[src/rtl/fetch_unit.sv]
// Instruction fetch sequencer: owns the PC, issues one outstanding imem request
// at a time and hands each word to decode over valid/ready. Option: FETCH_DELAY_SLOT_EN.
module fetch_unit #(
  parameter int                ADDR_W   = 32,
  parameter logic [ADDR_W-1:0] RESET_PC = '0
) (
  input  logic              clk,
  input  logic              rst,
  output logic              imem_req,
  output logic [ADDR_W-1:0] imem_addr,
  input  logic              imem_ack,
  input  logic [31:0]       imem_rdata,
  output logic              inst_valid,
  output logic [31:0]       inst,
  output logic [ADDR_W-1:0] inst_pc,
  input  logic              inst_ready,
  input  logic              redirect,
  input  logic [ADDR_W-1:0] redirect_target
);

  typedef enum logic [1:0] {
    S_FETCH = 2'd0,
    S_WAIT  = 2'd1,
    S_HOLD  = 2'd2
  } state_t;

  state_t            r_state;
  logic [ADDR_W-1:0] r_pc;
  logic [ADDR_W-1:0] r_saved;
  logic [31:0]       r_inst;
  logic [ADDR_W-1:0] r_inst_pc;
  logic              r_valid;
`ifdef FETCH_DELAY_SLOT_EN
  logic              r_ds_pending;
`else
  logic              r_drop;
`endif

  logic [ADDR_W-1:0] w_tgt;
  logic [ADDR_W-1:0] w_pc_inc;

  // Low target bits are forced to zero so fetches stay word aligned.
  assign w_tgt    = redirect_target & ~ADDR_W'(3);
  assign w_pc_inc = r_pc + ADDR_W'(4);

`ifdef FETCH_DELAY_SLOT_EN
  assign imem_req = ~rst & (r_state == S_FETCH);
`else
  assign imem_req = ~rst & (r_state == S_FETCH) & ~redirect;
`endif
  assign imem_addr  = r_pc;
  assign inst_valid = r_valid;
  assign inst       = r_inst;
  assign inst_pc    = r_inst_pc;

  always_ff @(posedge clk or posedge rst) begin
    if (rst) begin
      r_state   <= S_FETCH;
      r_pc      <= RESET_PC;
      r_saved   <= '0;
      r_inst    <= '0;
      r_inst_pc <= '0;
      r_valid   <= 1'b0;
`ifdef FETCH_DELAY_SLOT_EN
      r_ds_pending <= 1'b0;
`else
      r_drop    <= 1'b0;
`endif
    end else begin
      case (r_state)
        S_FETCH: begin
`ifdef FETCH_DELAY_SLOT_EN
          r_state <= S_WAIT;
`else
          if (redirect) r_pc <= w_tgt;
          else          r_state <= S_WAIT;
`endif
        end
        S_WAIT: begin
`ifdef FETCH_DELAY_SLOT_EN
          if (imem_ack) begin
            r_inst    <= imem_rdata;
            r_inst_pc <= r_pc;
            r_valid   <= 1'b1;
            r_state   <= S_HOLD;
          end
`else
          if (imem_ack) begin
            if (r_drop || redirect) begin
              // Wrong-path response: discard and restart at the newest target.
              r_pc    <= redirect ? w_tgt : r_saved;
              r_drop  <= 1'b0;
              r_state <= S_FETCH;
            end else begin
              r_inst    <= imem_rdata;
              r_inst_pc <= r_pc;
              r_valid   <= 1'b1;
              r_state   <= S_HOLD;
            end
          end else if (redirect) begin
            r_drop  <= 1'b1;
            r_saved <= w_tgt;
          end
`endif
        end
        S_HOLD: begin
`ifdef FETCH_DELAY_SLOT_EN
          if (inst_ready) begin
            r_valid <= 1'b0;
            r_state <= S_FETCH;
            if (r_ds_pending) begin
              r_pc         <= r_saved;
              r_ds_pending <= 1'b0;
            end else begin
              r_pc <= w_pc_inc;
              if (redirect) begin
                r_saved      <= w_tgt;
                r_ds_pending <= 1'b1;
              end
            end
          end
`else
          if (redirect) begin
            r_pc    <= w_tgt;
            r_valid <= 1'b0;
            r_state <= S_FETCH;
          end else if (inst_ready) begin
            r_pc    <= w_pc_inc;
            r_valid <= 1'b0;
            r_state <= S_FETCH;
          end
`endif
        end
        default: r_state <= S_FETCH;
      endcase
    end
  end

endmodule

[config.mk]
export PLATFORM = sky130hd
export DESIGN_NAME = fetch_unit
export DESIGN_NICKNAME = d
export VERILOG_FILES = /design/src/rtl/fetch_unit.sv
export SDC_FILE = /design/constraint.sdc
export NUM_CORES = 1
export LEC_CHECK = 0
export BUFFER_PORTS_ARGS = -buffer_cell sky130_fd_sc_hd__clkbuf_2
export CAP_MARGIN = 40
export CORE_MARGIN = 2
export CORE_UTILIZATION = 57
export DETAILED_ROUTE_END_ITERATION = 8
export PLACE_DENSITY = 0.82
export SLEW_MARGIN = 25
export SYNTH_ARGS = -nofsm -noshare
export SYNTH_HDL_FRONTEND = slang
export SYNTH_SLANG_ARGS = --single-unit
[constraint.sdc]
create_clock -name clk -period 11.15 [get_ports clk]
set_input_delay 0.5575 -clock clk [delete_from_list [all_inputs] [get_ports clk]]
set_output_delay 0.5575 -clock clk [all_outputs]
set_load 0.05 [all_outputs]
==> results of run 1 <==
layout make-up:
type                    count  area (um^2)  area share (%)
inverters                  10         42.5           0.524
multi-input cells         386         3000            36.9
repair buffers            174          948            11.7
clock buffers              18          439            5.41
clock inverters            14          209            2.58
well taps                 140          175            2.16
flip-flops and latches    132         3300            40.7
synth_stat cells, types with 6 or more instances:
cell,n,area [um^2]
a22o_1,11,96.3
nand4_1,13,81.3
nor2_1,26,97.6
dfrtp_1,132,3300
inv_1,9,33.8
nor3_1,11,55.1
a22oi_1,12,90.1
clkbuf_1,19,71.3
a31oi_1,9,56.3
nand3_1,12,60.1
a21oi_1,13,65.1
nand2_1,28,105
buf_2,17,85.1
o221ai_1,6,52.6
o21ai_0,46,230
mux2_2,93,1050
kinds of logic (layout without fill, tap and decap cells):
family | count (synthesis) | after routing | share of synthesized area, %
AO/OA/AOI/OAI | 147 | 147 | 15.9
flip-flops | 132 | 132 | 50.8
AND/OR/NAND/NOR | 130 | 130 | 11.3
multiplexers | 98 | 98 | 16.9
buffers and inverters | 50 | 216 | 3.27
XOR/XNOR | 6 | 6 | 0.809
adder cells (fa/ha/maj) | 5 | 5 | 0.963
worst min-delay path by stage:
| stage | start | endpoint | slack [ps] | cells past startpoint |
|---|---|---|---|---|
| finish | rst | r_saved[12] | 200 | 2 |
| detailed placement | r_saved[0] | r_saved[0] | 480 | 1 |
| global route | rst | r_saved[12] | 250 | 2 |
| global placement | r_saved[0] | r_saved[0] | 470 | 1 |
| CTS | rst | r_saved[12] | 230 | 2 |
| floorplan | r_saved[0] | r_saved[0] | 450 | 1 |
through the flow:
step	cells	util (%)	setup WS (ps)	instance area [um^2]
global placement	838	67.1	7380	7370
global route	874	73.9	7490	8110
CTS	872	73.4	7730	8070
detailed placement	840	67.5	7430	7420
finish	874	73.9	7690	8110
floorplan	568	-	7070	6500
routing by layer:
metal | track usage [%] | vias to the layer above | share of wire (%)
met1 | 37.2 | 2756 | 39
met4 | 14.2 | 0 | 3.1
met5 | 0 | - | 0
met2 | 48.9 | 324 | 50
met3 | 6.67 | 48 | 7.8
li1 | - | 2461 | -
worst max-delay path: stages (launching register included):
cell     delay, ps
dfrtp_1        390
inv_1          100
ha_1           620
nor2b_1        490
buf_4          270
and3b_2        470
buf_4          560
mux2_2         400
registers in the layout, summed over array words and instances (netlist names):
signal,flops
imem_addr,32
inst,32
inst_pc,32
r_saved,32
r_state,2
inst_valid,1
r_drop,1
==> run metrics, run 1 <==
DR pass1 iterations 5; Final Max Slew Viols 0; GRT Overall Usage 29.7%; Die Height roughly 110 um; FFs w/ async S/R, synth 100%; Synth cell types 65; hold violation total from the final report 0; Initial Util 59.2%; most common cell after layout, fill and taps aside clkbuf_2; Syn Area/Cell between 10 and 15 um^2; crit start category flop; share of cells above drive strength 1 43.9%; EDFF count, synth 0; PortBufs 164; Clock Sinks 132; clk_lat worst skew approximately 420 ps; Inserted Clock Buffers 17; r2r setup slk 7690 ps; Worst EP arrival 3760 ps; ANT nets after route 0; Seq cells post-synth 132; number of global-route vias before repair roughly 5700; CP endpoint kind flop; Reg-to-Reg End inst_pc[7]; io pins about 170; die width 111 um; FP Rows 38; CTS clk-pin slew, worst paths 50 ps; period utilisation layout 31.0%; vias per inst ~6.4; Synth Instances 568; R2R depth 7; final setup fails 0; Seq/Total Area, Yosys 50.8%; total number of vias 5589; number of buffers inserted by hold repair at cts 0; Primary FF master, synth dfrtp_1; Ys Warns 0; HP Class in2async; Rel. slew slack ~50%; skew final 8.51 ps; Core Area 11000 um^2; number of antenna diodes 0; First DRT Iteration DRCs 468; PostCTS Resize Cnt 0; Clock Path Buffers 2; net count after synthesis around 640; Worst R2R Start r_state[1]; min Tclk post-route around 3500 ps; Slew @ Worst Pin approximately 760 ps; Crit Path Class reg2reg; Placer Congestion around 0.9; setup repair bufs after CTS 0; CP endpoint inst_pc[7]; status complete, no violations; crit path max fanout 48; fmax 0.289 GHz; die footprint 12300 um^2; DRC Markers 0; initial antenna violation count 0; routed wire length 17700 um; GRT overflow 0; first-pass GRT wire length 28800 um; Critical Path Source r_state[1]; WHS between 150 and 200 ps; Area Overhead vs Synth 24.9%; Max-cap violations 0; area of the mapped netlist 6500 um^2; most frequent cells in the layout clkbuf_2 (164), dfrtp_1 (132), mux2_2 (93); fin nets 795; RSZ-0062 raised after global routing false; Root Buffer clkbuf_16; routed length per instance 20.3 um; filler instances 740; final setup TNS 0 ps; H-tree depth 4; hpwl dp around 12000 um; CP required ~11000 ps; largest net degree at the start of global routing between 60 and 70; CTS tree built
Power of run 1 is not shown: default switching activity piles up to over one toggle a cycle in this logic, so the estimate is an artifact.
==> run 2, diff against run 1 <==
- CORE_UTILIZATION: 57 -> 48
- PLACE_DENSITY: 0.82 -> 0.73
- clock period: 11.15 -> 2.9 ns (I/O delays scaled with it)
==> run 2 against run 1 <==
Clock skew down 1.9 ps. Sequential cell count is the same. Sequential share of layout area is 2.9 points lower. Largest cell class unchanged. Via count up 4.2%. Non-clock buffer count grew 65. Critical path type unchanged. Setup slack lost 7300 ps. Critical path depth rose by 1. Register-to-register slack got worse by 7300 ps. Wire length rose by 8.4%. Fmax grew 39%. Core utilization is 8.0 points lower.
==> run metrics, run 2 (synthesis gave the netlist of run 1 again) <==
status complete, no violations (unchanged); RSZ-0062 raised after global routing false (unchanged); dpl cells 892 (was 840); WHS 14.5 ps (was 199 ps); hold violation total from the final report 0 (unchanged); GRT Overall Usage 27.5% (was 29.7%); Die Height 120 um (was 111 um); fmax 0.401 GHz (was 0.289 GHz); vias per inst 5.97 (was 6.39); most common cell after layout, fill and taps aside clkbuf_2 (unchanged); Crit-path slowest cell or3_1 (was ha_1); CP required 3210 ps (was 11450 ps); crit start category flop (unchanged); Worst R2R Start r_state[1] (unchanged); largest net degree at the start of global routing 48 (was 62); Core Area 13200 um^2 (was 11000 um^2); Layout Cells excl Fill 976 (was 874); CTS tree built (unchanged); skew final 6.62 ps (was 8.51 ps); min Tclk post-route 2490 ps (was 3460 ps); Slew @ Worst Pin 697 ps (was 757 ps); PostCTS Resize Cnt 0 (unchanged); Worst EP arrival 2800 ps (was 3760 ps); Rel. slew slack 53.5% (was 49.3%); routed wire length 19200 um (was 17700 um); Setup WS post-layout 408 ps (was 7690 ps); hold endpoint r_saved[18]; Clock Sinks 132 (unchanged); share of cells above drive strength 1 41.4% (was 43.9%); die width 120 um (was 111 um); crit path max fanout 30 (was 48); DR pass1 iterations 5 (unchanged); Root Buffer clkbuf_16 (unchanged); FF/Latch Area 3300 um^2 (unchanged); clk_lat worst skew 420 ps (about the same); DRC Markers 0 (unchanged); area occupied by multi-input gates 2990 um^2 (was 3000 um^2); First DRT Iteration DRCs 418 (was 468); Placer Congestion 0.905 (was 0.898); CP endpoint kind flop (unchanged); total number of vias 5824 (was 5589); most frequent cells in the layout clkbuf_2 (164), dfrtp_1 (132), mux2_2 (93) (unchanged); filler instances 1066 (was 740); CTS clk-pin slew, worst paths 60 ps (was 50 ps); FP Rows 42 (was 38); Crit Path Class reg2reg (unchanged); R2R depth 8 (was 7); worst slack, placed 451 ps (was 7430 ps); ANT nets after route 0 (unchanged); crit-path cells inv_1, ha_1, inv_2, o22ai_1, or3_1, buf_12, a221o_1, o22a_1 (was inv_1, ha_1, nor2b_1, buf_4, and3b_2, buf_4, mux2_2); io pins 167 (unchanged); max incr delay on CP 460 ps (was 620 ps); GRT overflow 0 (unchanged); first-pass GRT wire length 30900 um (was 28800 um); H-tree depth 4 (unchanged); final setup fails 0 (unchanged); HP Class in2reg (was in2async); r2r setup slk 410 ps (was 7690 ps); Initial Util 49.1% (was 59.2%); fin nets 860 (was 795); Area Overhead vs Synth 34.3% (was 24.9%); final setup TNS 0 ps (unchanged); Cell Pwr Density 1370 nW/um^2; Max IR drop VDD 788 uV; Final Max Slew Viols 0 (unchanged); Leak approximately 4.0 nW; Inserted Clock Buffers 17 (unchanged); hold path start redirect_target[18]; setup repair bufs after CTS 0 (unchanged); post-layout util 65.9% (was 73.9%); Final Cell Area 8730 um^2 (was 8110 um^2); routed length per instance 19.7 um (was 20.3 um); initial antenna violation count 0 (unchanged); PortBufs 164 (unchanged); hpwl dp 12700 um (was 11800 um); Total Power 11.9 mW; Max-cap violations 0 (unchanged); number of global-route vias before repair 6002 (was 5719); Clock Path Buffers 2 (unchanged); die footprint 14500 um^2 (was 12300 um^2); Placed Area 7620 um^2 (was 7420 um^2); hold path cells 2; Reg-to-Reg End imem_addr[12] (was inst_pc[7]); period utilisation layout 85.9% (was 31.0%); number of buffers inserted by hold repair at cts 49 (was 0)
run 2: changes by cell type in the layout (fill, tap and decap cells not counted), sizes merged:
cell and delta:
diode +1, clkbuf +5, inv -1, buf +16, clkinv -3, bufinv -3
dlygate4sd3 +49, clkinvlp +2
run 2: layout make-up:
| type | instances | share of cell area [%] |
|---|---|---|
| inverters | 10 | 0.473 |
| flip-flops and latches | 132 | 37.8 |
| well taps | 176 | 2.52 |
| clock inverters | 9 | 1.19 |
| diodes | 1 | 0.0287 |
| clock buffers | 23 | 5.36 |
| repair buffers | 239 | 18.3 |
| multi-input cells | 386 | 34.2 |
run 2: power breakdown:
part           leakage [nW]  total [mW]  switching (mW)  internal (mW)
combinational          2.08        6.32            4.30           2.03
clock                 0.277        2.08           0.774           1.30
sequential             1.61        3.52           0.787           2.73
run 2: metal layers:
layer	wire length (um)	up-vias	GRT usage (%)
li1	-	2587	-
met1	7450	2936	33.3
met2	10100	245	47.6
met3	1060	56	4.95
met4	607	0	13.1
met5	0	-	0
run 2: how the worst max path moves through the flow:
stage	slack (ps)	cells after the start	to	startpoint
2_1_floorplan	690	6	imem_addr[31]	imem_addr[15]
3_3_place_gp	530	8	imem_addr[12]	r_state[1]
3_5_place_dp	450	8	imem_addr[12]	r_state[1]
4_1_cts	440	8	imem_addr[12]	r_state[1]
5_1_grt	260	8	imem_addr[12]	r_state[1]
6_report	410	8	imem_addr[12]	r_state[1]
run 2: critical path: cells and delay by family (launching register included):
family / cells / cell delay, ps
AO/OA/AOI/OAI: 3 / 580
flip-flops: 1 / 380
buffers and inverters: 3 / 570
adder cells (fa/ha/maj): 1 / 360
AND/OR/NAND/NOR: 1 / 460
Power figures use the tool's default switching activity.
==> run 3, diff against run 2 <==
- CORE_MARGIN: 2 -> default
- CORE_UTILIZATION: 48 -> 50
- CTS_BUF_LIST: default -> sky130_fd_sc_hd__clkbuf_4
- PLACE_DENSITY: 0.73 -> 0.76
==> run 3 against run 2 <==
Die area down 7.1%. Combinational power down 1%. First-iteration DRC count up 32%. Critical path type unchanged. Fmax down 3.6%. Global-route usage up 0.99 points. Sequential power about the same. Total power down 6.9%.
==> run metrics, run 3 (synthesis gave the netlist of run 1 again) <==
status complete, no violations (unchanged); Rel. slew slack 52.6% (was 53.5%); setup repair bufs after CTS 0 (unchanged); Clock Power Share 12.2% (was 17.4%); share of cells above drive strength 1 40.5% (was 41.4%); RSZ-0062 raised after global routing false (unchanged); Initial Util 51.5% (was 49.1%); hold endpoint r_state[0] (was r_saved[18]); crit start category flop (unchanged); hold path start inst_ready (was redirect_target[18]); switching power 5.70 mW (was 5.86 mW); Setup WS post-layout 315 ps (was 408 ps); crit path max fanout 27 (was 30); hpwl dp 12100 um (was 12700 um); hold violation total from the final report 0 (unchanged); DR pass1 iterations 5 (unchanged); fmax 0.387 GHz (was 0.401 GHz); R2R depth 6 (was 8); Max IR drop VDD 860 uV (was 788 uV); clk_lat worst skew 560 ps (was 420 ps); most frequent cells in the layout clkbuf_2 (164), dfrtp_1 (132), mux2_2 (93) (unchanged); Total Power 11.1 mW (was 11.9 mW); Root Buffer clkbuf_4 (was clkbuf_16); routed length per instance 18.7 um (was 19.7 um); routed wire length 18400 um (was 19200 um); largest net degree at the start of global routing 62 (was 48); vias per inst 5.92 (was 5.97); min Tclk post-route 2580 ps (was 2490 ps); worst slack, placed 405 ps (was 451 ps); PortBufs 164 (unchanged); number of global-route vias before repair 5795 (was 6002); Core Area 12600 um^2 (was 13200 um^2); die footprint 13500 um^2 (was 14500 um^2); FF/Latch Area 3300 um^2 (unchanged); filler instances 987 (was 1066); Crit Path Class reg2reg (unchanged); Worst EP arrival 3030 ps (was 2800 ps); Clock Sinks 132 (unchanged); Leak 3.89 nW (was 3.97 nW); HP Class in2reg (unchanged); Worst R2R Start r_state[1] (unchanged); skew final 16.8 ps (was 6.62 ps); Placer Congestion 0.860 (was 0.905); Slew @ Worst Pin 709 ps (was 697 ps); Clock Path Buffers 2 (unchanged); CP required 3340 ps (was 3210 ps); io pins 167 (unchanged); total number of vias 5811 (was 5824); r2r setup slk 320 ps (was 410 ps); Internal Power 5.39 mW (was 6.06 mW); Layout Cells excl Fill 981 (was 976); H-tree depth 4 (unchanged); GRT overflow 0 (unchanged); initial antenna violation count 0 (unchanged); Final Max Slew Viols 0 (unchanged); fin nets 870 (was 860); FP Rows 41 (was 42); die width 116 um (was 120 um); PostCTS Resize Cnt 0 (unchanged); Die Height 116 um (was 120 um); Final Cell Area 8540 um^2 (was 8730 um^2); CTS tree built (unchanged); first-pass GRT wire length 29100 um (was 30900 um); sw frac 51.4% (was 49.2%); most common cell after layout, fill and taps aside clkbuf_2 (unchanged); sequential power share 31.6% (was 29.5%); First DRT Iteration DRCs 550 (was 418); GRT Overall Usage 28.5% (was 27.5%); Max-cap violations 0 (unchanged); Gate power share 56.1% (was 53.1%); period utilisation layout 89.1% (was 85.9%); Cell Pwr Density 1300 nW/um^2 (was 1370 nW/um^2); Reg-to-Reg End inst[13] (was imem_addr[12]); CTS clk-pin slew, worst paths 100 ps (was 60 ps); final setup fails 0 (unchanged); hold path cells 4 (was 2); area occupied by multi-input gates 2990 um^2 (unchanged); Inserted Clock Buffers 17 (unchanged); Placed Area 7560 um^2 (was 7620 um^2); DRC Markers 0 (unchanged); dpl cells 884 (was 892); Area Overhead vs Synth 31.4% (was 34.3%); final setup TNS 0 ps (unchanged); CP endpoint kind flop (unchanged); ANT nets after route 0 (unchanged)
==> run 3: per-layer routing <==
| metal | up-vias | GRT usage [%] | part of all wire [%] |
|---|---|---|---|
| li1 | 2618 | - | - |
| met3 | 32 | 6.59 | 6.1 |
| met1 | 2907 | 35.7 | 41 |
| met2 | 254 | 48.1 | 51 |
| met4 | 0 | 10.7 | 1.7 |
| met5 | - | 0 | 0 |
==> run 3: worst max-delay path: stages (launching register included) <==
cell     delay (ps)
dfrtp_1         420
inv_1           110
ha_1            630
nor2b_1         270
and3b_2         260
buf_4           350
mux2_2          400
==> run 3: stage by stage <==
stage | hold WS [ps] | util, %
after floorplan | 235 | -
after global placement | 264 | 59.9
after detailed placement | 284 | 59.9
after CTS | 89.0 | 67.4
after global routing | 123 | 67.6
final | 131 | 67.6
==> run 3: how the worst max path moves through the flow <==
| stage | end | cells past startpoint | slack [ps] | startpoint |
|---|---|---|---|---|
| global route | inst[13] | 6 | 240 | r_state[1] |
| global placement | inst_pc[21] | 6 | 490 | r_state[1] |
| floorplan | imem_addr[31] | 6 | 690 | imem_addr[15] |
| finish | inst[13] | 6 | 320 | r_state[1] |
| detailed placement | inst[13] | 6 | 410 | r_state[1] |
| CTS | inst[13] | 6 | 360 | r_state[1] |
==> run 3: area by class of cell <==
type | instances | share of cell area, %
antenna | 1 | 0.0293
clock inverter | 11 | 1.88
clock buffer | 20 | 1.76
timing repair buffer | 249 | 19.6
tap | 172 | 2.52
sequential | 132 | 38.7
inverter | 10 | 0.484
multi-input combinational | 386 | 35.0
==> run 3: repair_timing <==
| item | in CTS | in global routing |
|---|---|---|
| hold buffers | 64 | 0 |
| setup endpoints to repair | 0 | 0 |
| endpoints found under the hold margin | 117 | 0 |
==> run 3: power by group through the flow <==
| stage | sequential (mW) | combinational (mW) | clock (mW) |
|---|---|---|---|
| after floorplan | 5.49 | 2.48 | 0 |
| after global placement | 3.44 | 5.92 | 0 |
| after detailed placement | 3.51 | 6.08 | 0 |
| after CTS | 3.48 | 6.16 | 1.38 |
| after global routing | 3.62 | 6.60 | 1.45 |
| final | 3.51 | 6.23 | 1.36 |
